<file path="src/rtl/axi_mmio_console.sv">
// AXI4 MMIO responder: TX byte, status, scratch and beat counter.
// Console bytes leave on a valid/ready stream.
module axi_mmio_console #(
  parameter int ID_WIDTH   = 5,
  parameter int ADDR_WIDTH = 64
) (
  input  logic                  clock,
  input  logic                  reset,
  input  logic [ID_WIDTH-1:0]   s_axi_awid,
  input  logic [ADDR_WIDTH-1:0] s_axi_awaddr,
  input  logic [7:0]            s_axi_awlen,
  input  logic                  s_axi_awvalid,
  output logic                  s_axi_awready,
  input  logic [63:0]           s_axi_wdata,
  input  logic [7:0]            s_axi_wstrb,
  input  logic                  s_axi_wlast,
  input  logic                  s_axi_wvalid,
  output logic                  s_axi_wready,
  output logic [ID_WIDTH-1:0]   s_axi_bid,
  output logic [1:0]            s_axi_bresp,
  output logic                  s_axi_bvalid,
  input  logic                  s_axi_bready,
  input  logic [ID_WIDTH-1:0]   s_axi_arid,
  input  logic [ADDR_WIDTH-1:0] s_axi_araddr,
  input  logic [7:0]            s_axi_arlen,
  input  logic                  s_axi_arvalid,
  output logic                  s_axi_arready,
  output logic [ID_WIDTH-1:0]   s_axi_rid,
  output logic [63:0]           s_axi_rdata,
  output logic [1:0]            s_axi_rresp,
  output logic                  s_axi_rlast,
  output logic                  s_axi_rvalid,
  input  logic                  s_axi_rready,
  output logic [7:0]            tx_data,
  output logic                  tx_valid,
  input  logic                  tx_ready
);

  typedef enum logic [1:0] {W_IDLE, W_DATA, W_RESP} w_state_t;
  typedef enum logic {R_IDLE, R_DATA} r_state_t;

  w_state_t    w_state, w_next;
  r_state_t    r_state, r_next;
  logic        up;
  logic [11:0] w_off, r_off, r_next_off;
  logic [7:0]  r_len, r_idx;
  logic        w_sticky;
  logic [63:0] scratch;
  logic [31:0] beatcnt;
  logic        aw_hs, w_hs, b_hs, ar_hs, r_hs;
  logic        w_err, tx_load;
  logic [64:0] r_val;
  logic        unused_ok;

  // Returns {error, data} for one aligned 8-byte slot.
  function automatic logic [64:0] reg_read(
    input logic [11:0] off,
    input logic [63:0] scr,
    input logic [31:0] cnt,
    input logic        txv
  );
    logic [64:0] v;
    case (off)
      12'h000: v = 65'd0;
      12'h008: v = {1'b0, 63'd0, txv};
      12'h010: v = {1'b0, scr};
      12'h018: v = {1'b0, 32'd0, cnt};
      default: v = {1'b1, 64'd0};
    endcase
    return v;
  endfunction

  assign w_err   = (w_off >= 12'h020) || (w_off[2:0] != 3'd0);
  assign tx_load = (w_off == 12'h000) && s_axi_wstrb[0];

  assign s_axi_awready = up && (w_state == W_IDLE);
  assign s_axi_wready  = (w_state == W_DATA) && !(tx_load && tx_valid);
  assign s_axi_bvalid  = (w_state == W_RESP);
  assign s_axi_bresp   = {s_axi_bvalid && w_sticky, 1'b0};
  assign s_axi_arready = up && (r_state == R_IDLE);
  assign s_axi_rvalid  = (r_state == R_DATA);

  assign aw_hs = s_axi_awvalid && s_axi_awready;
  assign w_hs  = s_axi_wvalid && s_axi_wready;
  assign b_hs  = s_axi_bvalid && s_axi_bready;
  assign ar_hs = s_axi_arvalid && s_axi_arready;
  assign r_hs  = s_axi_rvalid && s_axi_rready;

  assign r_next_off = ar_hs ? s_axi_araddr[11:0] : r_off + 12'd8;
  assign r_val = reg_read(r_next_off, scratch, beatcnt, tx_valid);

  assign unused_ok = ^{s_axi_awaddr[ADDR_WIDTH-1:12],
                       s_axi_araddr[ADDR_WIDTH-1:12], s_axi_awlen};

  always_ff @(posedge clock or posedge reset) begin
    if (reset) begin
      w_state <= W_IDLE;
      r_state <= R_IDLE;
      up      <= 1'b0;
    end else begin
      w_state <= w_next;
      r_state <= r_next;
      up      <= 1'b1;
    end
  end

  always_comb begin
    w_next = w_state;
    r_next = r_state;
    case (w_state)
      W_IDLE:  if (aw_hs) w_next = W_DATA;
      W_DATA:  if (w_hs && s_axi_wlast) w_next = W_RESP;
      W_RESP:  if (b_hs) w_next = W_IDLE;
      default: w_next = W_IDLE;
    endcase
    case (r_state)
      R_IDLE: if (ar_hs) r_next = R_DATA;
      R_DATA: if (r_hs && s_axi_rlast) r_next = R_IDLE;
    endcase
  end

  always_ff @(posedge clock or posedge reset) begin
    if (reset) begin
      s_axi_bid <= '0;
      w_off     <= '0;
      w_sticky  <= 1'b0;
      scratch   <= '0;
      beatcnt   <= '0;
      tx_data   <= '0;
      tx_valid  <= 1'b0;
    end else begin
      if (aw_hs) begin
        s_axi_bid <= s_axi_awid;
        w_off     <= s_axi_awaddr[11:0];
        w_sticky  <= 1'b0;
      end
      if (w_hs) begin
        w_off    <= w_off + 12'd8;
        beatcnt  <= beatcnt + 32'd1;
        w_sticky <= w_sticky | w_err;
        if (w_off == 12'h010) begin
          for (int i = 0; i < 8; i++)
            if (s_axi_wstrb[i]) scratch[8*i +: 8] <= s_axi_wdata[8*i +: 8];
        end
        if (tx_load) tx_data <= s_axi_wdata[7:0];
      end
      // A load only happens with tx_valid low, so set and clear never collide.
      if (w_hs && tx_load) tx_valid <= 1'b1;
      else if (tx_valid && tx_ready) tx_valid <= 1'b0;
    end
  end

  always_ff @(posedge clock or posedge reset) begin
    if (reset) begin
      s_axi_rid   <= '0;
      s_axi_rdata <= '0;
      s_axi_rresp <= '0;
      s_axi_rlast <= 1'b0;
      r_off       <= '0;
      r_len       <= '0;
      r_idx       <= '0;
    end else if (ar_hs) begin
      s_axi_rid   <= s_axi_arid;
      r_off       <= r_next_off;
      r_len       <= s_axi_arlen;
      r_idx       <= 8'd0;
      s_axi_rdata <= r_val[63:0];
      s_axi_rresp <= {r_val[64], 1'b0};
      s_axi_rlast <= (s_axi_arlen == 8'd0);
    end else if (r_hs) begin
      if (s_axi_rlast) begin
        s_axi_rlast <= 1'b0;
      end else begin
        r_off       <= r_next_off;
        r_idx       <= r_idx + 8'd1;
        s_axi_rdata <= r_val[63:0];
        s_axi_rresp <= {r_val[64], 1'b0};
        s_axi_rlast <= (r_idx + 8'd1 == r_len);
      end
    end
  end

endmodule

</file>
<file path="config.mk">
export PLATFORM = sky130hd
export DESIGN_NAME = axi_mmio_console
export DESIGN_NICKNAME = d
export VERILOG_FILES = /design/src/rtl/axi_mmio_console.sv
export SDC_FILE = /design/constraint.sdc
export NUM_CORES = 1
export LEC_CHECK = 0
export CAP_MARGIN = 5
export CORE_MARGIN = 1.5
export CORE_UTILIZATION = 35
export DETAILED_ROUTE_END_ITERATION = 16
export PLACE_DENSITY = 0.62
export REMOVE_ABC_BUFFERS = 1
export SYNTH_ARGS = -nofsm -noshare
export SYNTH_HDL_FRONTEND = slang
export SYNTH_SLANG_ARGS = --single-unit
</file>
<file path="constraint.sdc">
create_clock -name clock -period 8.1 [get_ports clock]
set_input_delay 0.81 -clock clock [delete_from_list [all_inputs] [get_ports clock]]
set_output_delay 0.81 -clock clock [all_outputs]
set_load 0.02 [all_outputs]
</file>
==> flow_summary.yaml, run 1 <==
detailed_routing:
  drcViolationCount: 0
  viasPerCell: 5.09
  wl_per_cell_um: 17.0
  drt_iter0_drc: 407
  wirelength_mm: 25.8
  vias: 7740
  postRouteAntennaNets: 0
  firstDrtPassIters: 4
floorplan:
  core_mm2: 0.0288
  pin_count: 328
  fp.dieW_um: 174
  die_y_um: 174
  dieArea_mm2: 0.0303
  start_util: 0.356
  row_count: 62
worst_setup_path:
  crit_required_ns: 8.52
  reg2reg_to: "s_axi_rdata[31]$_DFFE_PP0P_"
  crit_path_end_kind: "flip-flop"
  worstSetupPathType: "primary input to flip-flop"
  start_kind: "primary input"
  crit_arrival_ns: 3.74
  startpoint: "s_axi_arvalid"
  crit_path_max_fanout: 65
  reg2reg_depth: 7
  r2r-start: "s_axi_rvalid$_DFF_PP0_"
  endpoint: "s_axi_rdata[31]$_DFFE_PP0P_"
  rrSetupSlack_ns: 4.99
finish:
  layout-drive-gt1-share: 0.149
  final_core_utilization: 0.473
  fillers: 2652
  multi_input_area_mm2: 0.00436
  num_antenna_cells: 0
  finalNetCount: 1361
  area_growth_pct: 32.8
  final_area_mm2: 0.0136
  seqCellArea_mm2: 0.00566
  fin_cells: 1522
place:
  place_congestion: 0.767
  portBuffers: 213
  dp_cells: 1477
  place_hpwl_mm: 16.6
  placed_cell_area_mm2: 0.0127
timing:
  max_freq_ghz: 0.301
  finClkSkew_ns: 0.0123
  worst_slew_pin_slew_ns: 1.09
  hold_violations: 0
  rsz0062_at_grt: "no"
  slew_headroom: 0.261
  hold_ws_ns: 0.474
  fin_setup_tns_ns: 0
  slew_viol_final: 0
  fin_crit_sh: 0.410
  fin_crit_ns: 3.32
  setup_violations: 0
job:
  max_cap_viol_count: 0
global_route:
  grt_pass1_vias: 7767
  track_usage: 0.171
  grt_pass1_wl_mm: 42.2
  grt_max_degree: 86
  antenna_found_initial: 0
  globalRoute.totalOverflow: 0
pwr:
  p_per_area_mw_per_mm2: 273
  peakVddDrop_mv: 0.149
  power.leakage_nw: 5.94
clocking:
  post-cts-setup-buffer-count: 0
  clock_latency_ns: 0.53
  cts_hold_buffers: 0
  cts_buffer_depth: 3
  htreeDepth: 1
  cts_tree: "done"
  cts.sinks: 226
  cts_buffers: 27
  cts-root-buf: "clkbuf_16"
  cts.reportedPaths.clkPinSlew_ns: 0.05
  cts_resized: 0
worst_hold_path:
  min_path_type: "flip-flop to flip-flop"
synth:
  seq_area_frac_synth: 0.552
  ys_ff_latch: 226
  syn_inst: 926
  synth.distinct_cells: 62
  synth-async-reset-ratio: 1.00
  synth_edf_count: 0
  synth_ff_type: "dfrtp_1"
  yosys_warnings: 0
  syn-cell-area_mm2: 0.0103
  synth.avg_cell_area_um2: 11.1
status:
  status: "completed"
[registers in the layout, indices dropped and copies added, names as in the netlist, 2 cells and up]
register,flops
w_state,2
r_len,8
s_axi_rdata,64
s_axi_rid,5
s_axi_bid,5
r_off,12
r_idx,8
beatcnt,32
tx_data,8
w_off,12
scratch,64
[where the power goes]
part | total [W] | switching (W) | internal (W)
Combinational | 0.00103 | 0.000624 | 0.000409
Sequential | 0.00148 | 0.000166 | 0.00131
Clock | 0.00121 | 0.000474 | 0.000733
Total | 0.00372 | 0.00126 | 0.00245
[cell families (layout without fill, tap and decap cells)]
group / after synthesis / after routing / synth area share
xor gates and xnor gates: 50 / 50 / 0.0427
and+or+nand+nor: 344 / 344 / 0.163
buffers and inverters: 61 / 272 / 0.0278
AOI/OAI and AO/OA: 133 / 133 / 0.0964
adders and majority gates: 4 / 4 / 0.00488
DFF: 226 / 226 / 0.552
muxes: 106 / 106 / 0.113
other: 2 / 3 / 0.000733
[routing by layer]
metal / up-vias / track usage / part of all wire
li1: 3683 / - / -
met1: 3819 / 0.231 / 0.46
met2: 195 / 0.284 / 0.47
met3: 43 / 0.0304 / 0.048
met4: 0 / 0.0463 / 0.028
met5: - / 0 / 0
[through the flow]
stage,power [W],worst slack [ns]
after floorplan,0.00210,1.10
after global placement,0.00252,4.26
after detailed placement,0.00254,4.25
after CTS,0.00377,4.78
after global routing,0.00392,4.64
final,0.00372,4.78
[area by class of cell]
type | instances | area share
clock buffer | 36 | 0.0573
tap | 384 | 0.0353
clock inverter | 9 | 0.00791
inverter | 5 | 0.00193
timing repair buffer | 222 | 0.162
multi-input combinational | 640 | 0.320
sequential | 226 | 0.416
[Yosys cell counts (7+ instances only)]
cell type  instances  area share
a21oi_1            8      0.0039
and3_1            12      0.0073
and4_1             7      0.0060
buf_2             15      0.0073
clkbuf_1          33       0.012
dfrtp_1          226        0.55
mux2_2            73       0.080
mux2i_1           32       0.031
nand2_1          187       0.068
nand2_2            8      0.0049
nand3_1           20      0.0098
nand4_1           51       0.031
nor2_1            16      0.0059
nor4_1             9      0.0055
o21ai_0           26       0.013
o21ai_1           31       0.015
o31ai_1            7      0.0051
o31ai_2           26       0.032
xnor2_1           40       0.034
xor2_1            10      0.0085
[cells in the final DEF, fill, tap and decap left out, types with 5 or more instances in the layout]
cell type,netlist,layout
nor2_1,16,15
nand4_1,51,51
nand3_1,20,20
a31oi_1,6,6
clkdlybuf4s50_1,0,213
and3_1,12,12
a21oi_1,8,8
nand2_1,187,186
o211ai_1,5,5
o21ai_0,26,26
mux2i_1,32,31
nor4_1,9,9
o31ai_2,26,26
dfrtp_1,226,226
xor2_1,10,10
o31ai_1,7,7
clkbuf_8,0,7
and2_1,6,6
mux2_2,73,73
and4_1,7,7
nor3_1,5,5
o21ai_1,31,31
nand2_2,8,9
buf_4,2,9
clkbuf_16,0,27
xnor2_1,40,40
[critical path, cell delays in order]
cell             delay [ns]
clkdlybuf4s50_1        0.48
nand3b_1               0.44
buf_4                  0.41
nor4_1                 0.29
a21oi_1                0.08
a2111o_2               0.40
buf_4                  0.41
o31ai_1                0.36
[worst min-delay path by stage]
stage          depth (start not counted)                     endpoint                        start  slack [ns]
2_1_floorplan                          1      beatcnt[31]$_DFFE_PP0N_      beatcnt[31]$_DFFE_PP0N_        0.45
4_1_cts                                2         w_off[1]$_DFFE_PP0P_         w_off[1]$_DFFE_PP0P_        0.48
3_5_place_dp                           2         w_off[1]$_DFFE_PP0P_         w_off[1]$_DFFE_PP0P_        0.46
3_3_place_gp                           2         r_off[2]$_DFFE_PP0P_         r_off[2]$_DFFE_PP0P_        0.46
6_report                               2     s_axi_bid[4]$_DFFE_PP0P_     s_axi_bid[4]$_DFFE_PP0P_        0.47
5_1_grt                                2  s_axi_rdata[20]$_DFFE_PP0P_  s_axi_rdata[20]$_DFFE_PP0P_        0.51
(Power assumes the default switching activity.)
==> run 2, diff against run 1 <==
PLACE_DENSITY = 0.65   (was 0.62)
clock period = 2.7 ns   (was 8.1 ns; I/O delays follow)
==> run 2 against run 1 <==
Effect of this change:
- die area is the same
- clock-buffer cell count grew 1
- cell area grew 1.9%
- critical endpoint is now s_axi_wready
- largest cell class unchanged
==> flow_summary.yaml, run 2 (same netlist as run 1, synthesis figures left out) <==
detailed_routing:
  wl_per_cell_um: 16.9
  drt_iter0_drc: 406
  firstDrtPassIters: 5
  wirelength_mm: 26.0
  drcViolationCount: 0
  viasPerCell: 5.08
  vias: 7806
  postRouteAntennaNets: 0
place:
  place_hpwl_mm: 17.4
  place_congestion: 0.803
  placed_cell_area_mm2: 0.0129
  post-place-ws_ns: 0.0942
  portBuffers: 213
clocking:
  cts_buffer_depth: 3
  cts_hold_buffers: 0
  post-cts-setup-buffer-count: 0
  cts_buffers: 26
  cts.reportedPaths.clkPinSlew_ns: 0.06
  cts_resized: 0
  htreeDepth: 1
  cts_tree: "done"
  clock_latency_ns: 0.52
  cts.sinks: 226
  cts-root-buf: "clkbuf_16"
floorplan:
  fp.dieW_um: 174
  start_util: 0.356
  die_y_um: 174
  row_count: 62
  pin_count: 328
  dieArea_mm2: 0.0303
  core_mm2: 0.0288
pwr:
  p_per_area_mw_per_mm2: 831
  power.leakage_nw: 6.08
  switching_share: 0.328
  finalPower_w: 0.0115
  p_seq_frac: 0.386
  clkPwrFrac: 0.331
  p_switching_w: 0.00378
  p_comb_frac: 0.283
  internal_power_w: 0.00774
  peakVddDrop_mv: 0.544
timing:
  setup_ws_ns: 0.200
  worst_slew_pin_slew_ns: 0.626
  finClkSkew_ns: 0.00855
  fin_setup_tns_ns: 0
  hold_violations: 0
  fin_crit_ns: 2.50
  setup_violations: 0
  slew_headroom: 0.581
  slew_viol_final: 0
  max_freq_ghz: 0.400
  rsz0062_at_grt: "no"
  fin_crit_sh: 0.926
worst_setup_path:
  crit_path_end_kind: "output pin"
  reg2reg_to: "s_axi_rdata[25]$_DFFE_PP0P_"
  rrSetupSlack_ns: 0.34
  crit_required_ns: 2.43
  r2r-start: "r_off[3]$_DFFE_PP0P_"
  start_kind: "flip-flop"
  crit_path_max_fanout: 4
  worstSetupPathType: "flip-flop to output pin"
  crit_arrival_ns: 2.23
  reg2reg_depth: 7
finish:
  final_cell_mix: "dfrtp_1 (226), clkdlybuf4s50_1 (213), nand2_1 (186), mux2_2 (73), nand4_1 (51)"
  final_core_utilization: 0.482
  layout_commonest_cell: "dfrtp_1"
  final_area_mm2: 0.0139
  num_antenna_cells: 0
  area_growth_pct: 35.3
  reg.largest.list: "s_axi_rdata x64, scratch x64, beatcnt x32"
  finalNetCount: 1373
  layout-drive-gt1-share: 0.160
status:
  status: "completed"
global_route:
  grt_pass1_vias: 8021
  globalRoute.totalOverflow: 0
  grt_pass1_wl_mm: 42.8
  track_usage: 0.173
  grt_max_degree: 78
  antenna_found_initial: 0
worst_hold_path:
  min_path_type: "primary input to async pin"
job:
  max_cap_viol_count: 0
run 2: cell types whose count changed in the layout (fill, tap and decap cells not counted), moves of 3 or more:
cell | previous run | this run
bufinv_16 | 2 | 5
buf_12 | 0 | 8
buf_4 | 9 | 14
clkbuf_1 | 2 | 5
run 2: worst max path at each step:
| stage | end | start | slack (ns) |
|---|---|---|---|
| floorplan | beatcnt[0]$_DFFE_PP0N_ | reset | -3.76 |
| global placement | s_axi_rdata[60]$_DFFE_PP0P_ | s_axi_arvalid | 0.16 |
| detailed placement | s_axi_rdata[60]$_DFFE_PP0P_ | s_axi_arvalid | 0.09 |
| CTS | s_axi_wready | w_off[1]$_DFFE_PP0P_ | 0.05 |
| global route | s_axi_rdata[28]$_DFFE_PP0P_ | s_axi_rvalid$_DFF_PP0_ | 0.06 |
| finish | s_axi_wready | w_off[6]$_DFFE_PP0P_ | 0.20 |
run 2: final cells by class:
class | count | area, µm²
clock buffer | 37 | 763
clock inverter | 10 | 175
fill | 2596 | 14900
inverter | 5 | 26.3
multi-input combinational | 640 | 4370
sequential | 226 | 5660
tap | 384 | 480
timing repair buffer | 235 | 2400
run 2: worst max-delay path: stages, from the launching register on:
cell	delay, ns
dfrtp_1	0.42
nor4_2	0.36
and3_1	0.28
a21oi_1	0.10
clkdlybuf4s50_1	0.55
run 2: per-layer routing:
layer | vias to the layer above | part of all wire | track usage
met5 | - | 0 | 0
met4 | 0 | 0.015 | 0.0366
met3 | 27 | 0.052 | 0.0348
met2 | 185 | 0.49 | 0.299
met1 | 3891 | 0.44 | 0.223
li1 | 3703 | - | -
run 2: through the flow:
step	hold slack [ns]	cells
3_5_place_dp	0.462	1490
3_3_place_gp	0.460	1490
6_report	0.173	1537
5_1_grt	0.195	1537
4_1_cts	0.172	1537
2_1_floorplan	0.366	871
run 2: power by group through the flow:
stage                     clock network [W]  registers (W)  logic [W]
after floorplan                           0        0.00452    0.00179
after global placement                    0        0.00446    0.00324
after detailed placement                  0        0.00448    0.00328
after CTS                           0.00392        0.00443    0.00330
after global routing                0.00406        0.00453    0.00355
final                               0.00382        0.00444    0.00326
==> RTL change, RTL diff (config.mk and constraints of run 1) <==
Make the reset (`reset`) synchronous in 3 clocked blocks.
--- a/src/rtl/axi_mmio_console.sv
+++ b/src/rtl/axi_mmio_console.sv
@@ -94,3 +94,3 @@
 
-  always_ff @(posedge clock or posedge reset) begin
+  always_ff @(posedge clock) begin
     if (reset) begin
@@ -121,3 +121,3 @@
 
-  always_ff @(posedge clock or posedge reset) begin
+  always_ff @(posedge clock) begin
     if (reset) begin
@@ -152,3 +152,3 @@
 
-  always_ff @(posedge clock or posedge reset) begin
+  always_ff @(posedge clock) begin
     if (reset) begin
Function: differs if reset is asserted again (counterexample within 4 cycles, from zero or initial values and one cycle with reset high); with reset held inactive, the same outputs for 4 cycles.
==> RTL change against run 1 <==
Sequential cell count unchanged. Largest cell class is now multi-input gates. Register-to-register slack improved by 0.30 ns. Critical path depth decreased by 4. Critical path type is now flip-flop to primary output. Synthesized area decreased by 4.6%. Setup slack got worse by 0.28 ns. Wire length increased by 6.7%. Highest routed layer unchanged. Final area decreased by 4.6%.
Power is not compared: it rests on default switching activity, and its combinational part moved more than twofold at a synthesized area within 25%.
==> RTL change: results (changes against run 1) <==
• **CTS HTree Levels** 1, unchanged
• **violation count after the first detailed-route iteration** 534, +31%
• **ys async rst share** 0%, -100 points
• **Max-Slew Margin vs Limit** 21.4%, -4.7 points
• **number of antenna violations at the first check in global routing** 0, unchanged
• **wire length on met3** 1.06 mm, -15%
• **critical-path maximum fanout** 11, -83%
• **Largest delay share family, worst path** simple AND/OR/NAND/NOR gates
• **estimated wirelength of the detail-placed design** 18.0 mm, +8.1%
• **cell types with the largest area share after synthesis** sky130_fd_sc_hd__dfxtp_1, sky130_fd_sc_hd__mux2i_1, sky130_fd_sc_hd__nand2_1
• **result of the run** finished, final reports clean
• **ratio of cells with drive above 1 in the final layout** 6.24%, -8.7 points
• **leading post-synthesis cells by instance count** sky130_fd_sc_hd__dfxtp_1, sky130_fd_sc_hd__nand2_1, sky130_fd_sc_hd__nor2_1, sky130_fd_sc_hd__mux2i_1, sky130_fd_sc_hd__o31ai_1
• **vias post-DR** 8,538, +10%
• **number of buffers on the longest clock path** 3, unchanged
• **met2 wire length** 13.1 mm, +8.1%
• **DR pass1 iterations** 5, +1
• **DRC** 0, unchanged
• **number of buffers created by CTS** 25, -7.4%
• **reg-to-reg slack, setup** 5.29 ns, +0.30 ns
• **wire per inst** 16.3 um, -3.8%
• **top flip-flop cell by instance count after synthesis** sky130_fd_sc_hd__dfxtp_1
• **Global Route Usage Sum** 18.9%, +1.8 points
• **Netlist cell types** 57, -8.1%
• **number of gates given a new drive strength after cts** 0, unchanged
• **Hold WC Path Type** flip-flop to flip-flop
• **worst hold margin** 0.448 ns, -0.0255 ns
• **largest net degree at the start of global routing** 78, -9.3%
• **net count reported at finish** 1,536, +13%
• **Reg clk slew, reported paths** 0.06 ns
• **wire length of the first global-routing pass** 44.1 mm, +4.5%
• **insertion delay to the later sink of the worst-skew pair** 0.52 ns
• **PortBufs** 213, unchanged
• **worst path arrival time** 2.79 ns, -0.95 ns
• **CP max-delay cell** sky130_fd_sc_hd__or4_4
• **vias in the first global route** 8,177, +5.3%
• **area post-placement** 0.0122 mm^2, -4.3%
• **largest registers** s_axi_rdata x64, scratch x64, beatcnt x32
• **static power due to leakage** 0.00436 uW
• **number of setup buffers added after CTS** 0, unchanged
• **clock skew** 0.0118 ns, -0.000427 ns
• **met1 wire length** 12.9 mm, +9.8%
• **GP Congestion** 0.767, about the same
• **fraction of the yosys area taken by sequential cells** 46.3%, -8.9 points
• **slowest stage delay, CP** 0.56 ns, +0.08 ns
• **max layer used** met4
[RTL change: through the flow]
step | setup WS, ns | util (%) | cells
3_3_place_gp | 4.48 | 44.8 | 1642
4_1_cts | 4.45 | 47.8 | 1687
3_5_place_dp | 4.42 | 44.8 | 1642
5_1_grt | 4.42 | 47.8 | 1687
2_1_floorplan | 3.86 | - | 1047
6_report | 4.50 | 47.8 | 1687
[RTL change: worst paths after layout]
check	startpoint	to	cells past startpoint
worst max-delay path	w_off[7]$_SDFFE_PP0P_	s_axi_wready	4
worst min-delay path	s_axi_rdata[47]$_SDFFE_PP0P_	s_axi_rdata[47]$_SDFFE_PP0P_	2
worst max register to register	s_axi_rvalid$_SDFF_PP0_	s_axi_rdata[3]$_SDFFE_PP0P_	6
worst min register to register	s_axi_rdata[47]$_SDFFE_PP0P_	s_axi_rdata[47]$_SDFFE_PP0P_	2
[RTL change: where the power goes]
group          switching [uW]  internal, uW  total (uW)
registers                14.8          1130        1140
logic                     159          98.0         257
clock network             451           672        1120
[RTL change: kinds of logic after synthesis]
group                    share of synthesized area, %
AND/OR/NAND/NOR                                  22.8
flip-flops                                       46.3
AO/OA/AOI/OAI                                    14.4
buffers and inverters                            4.13
multiplexers                                     8.24
XOR/XNOR                                         3.58
adder cells (fa/ha/maj)                         0.512
other                                          0.0384
[RTL change: tightest hold or removal path, cell delays in order, from the launching register on]
cell,delay [ns]
sky130_fd_sc_hd__dfxtp_1,0.32
sky130_fd_sc_hd__nand2_1,0.05
sky130_fd_sc_hd__o31ai_1,0.05
[RTL change: metal layers]
| layer | vias to the layer above | global-route usage [%] |
|---|---|---|
| li1 | 4290 | - |
| met5 | - | 0 |
| met3 | 32 | 2.44 |
| met4 | 0 | 4.69 |
| met1 | 4040 | 25.5 |
| met2 | 176 | 32.0 |
[RTL change: final cells by class]
cell class	count	area, um^2
fillers	2644	14200
multi-input cells	801	4900
flip-flops and latches	226	4520
repair buffers	223	2200
clock buffers	39	758
well taps	372	465
inverters	20	75.1
clock inverters	6	58.8
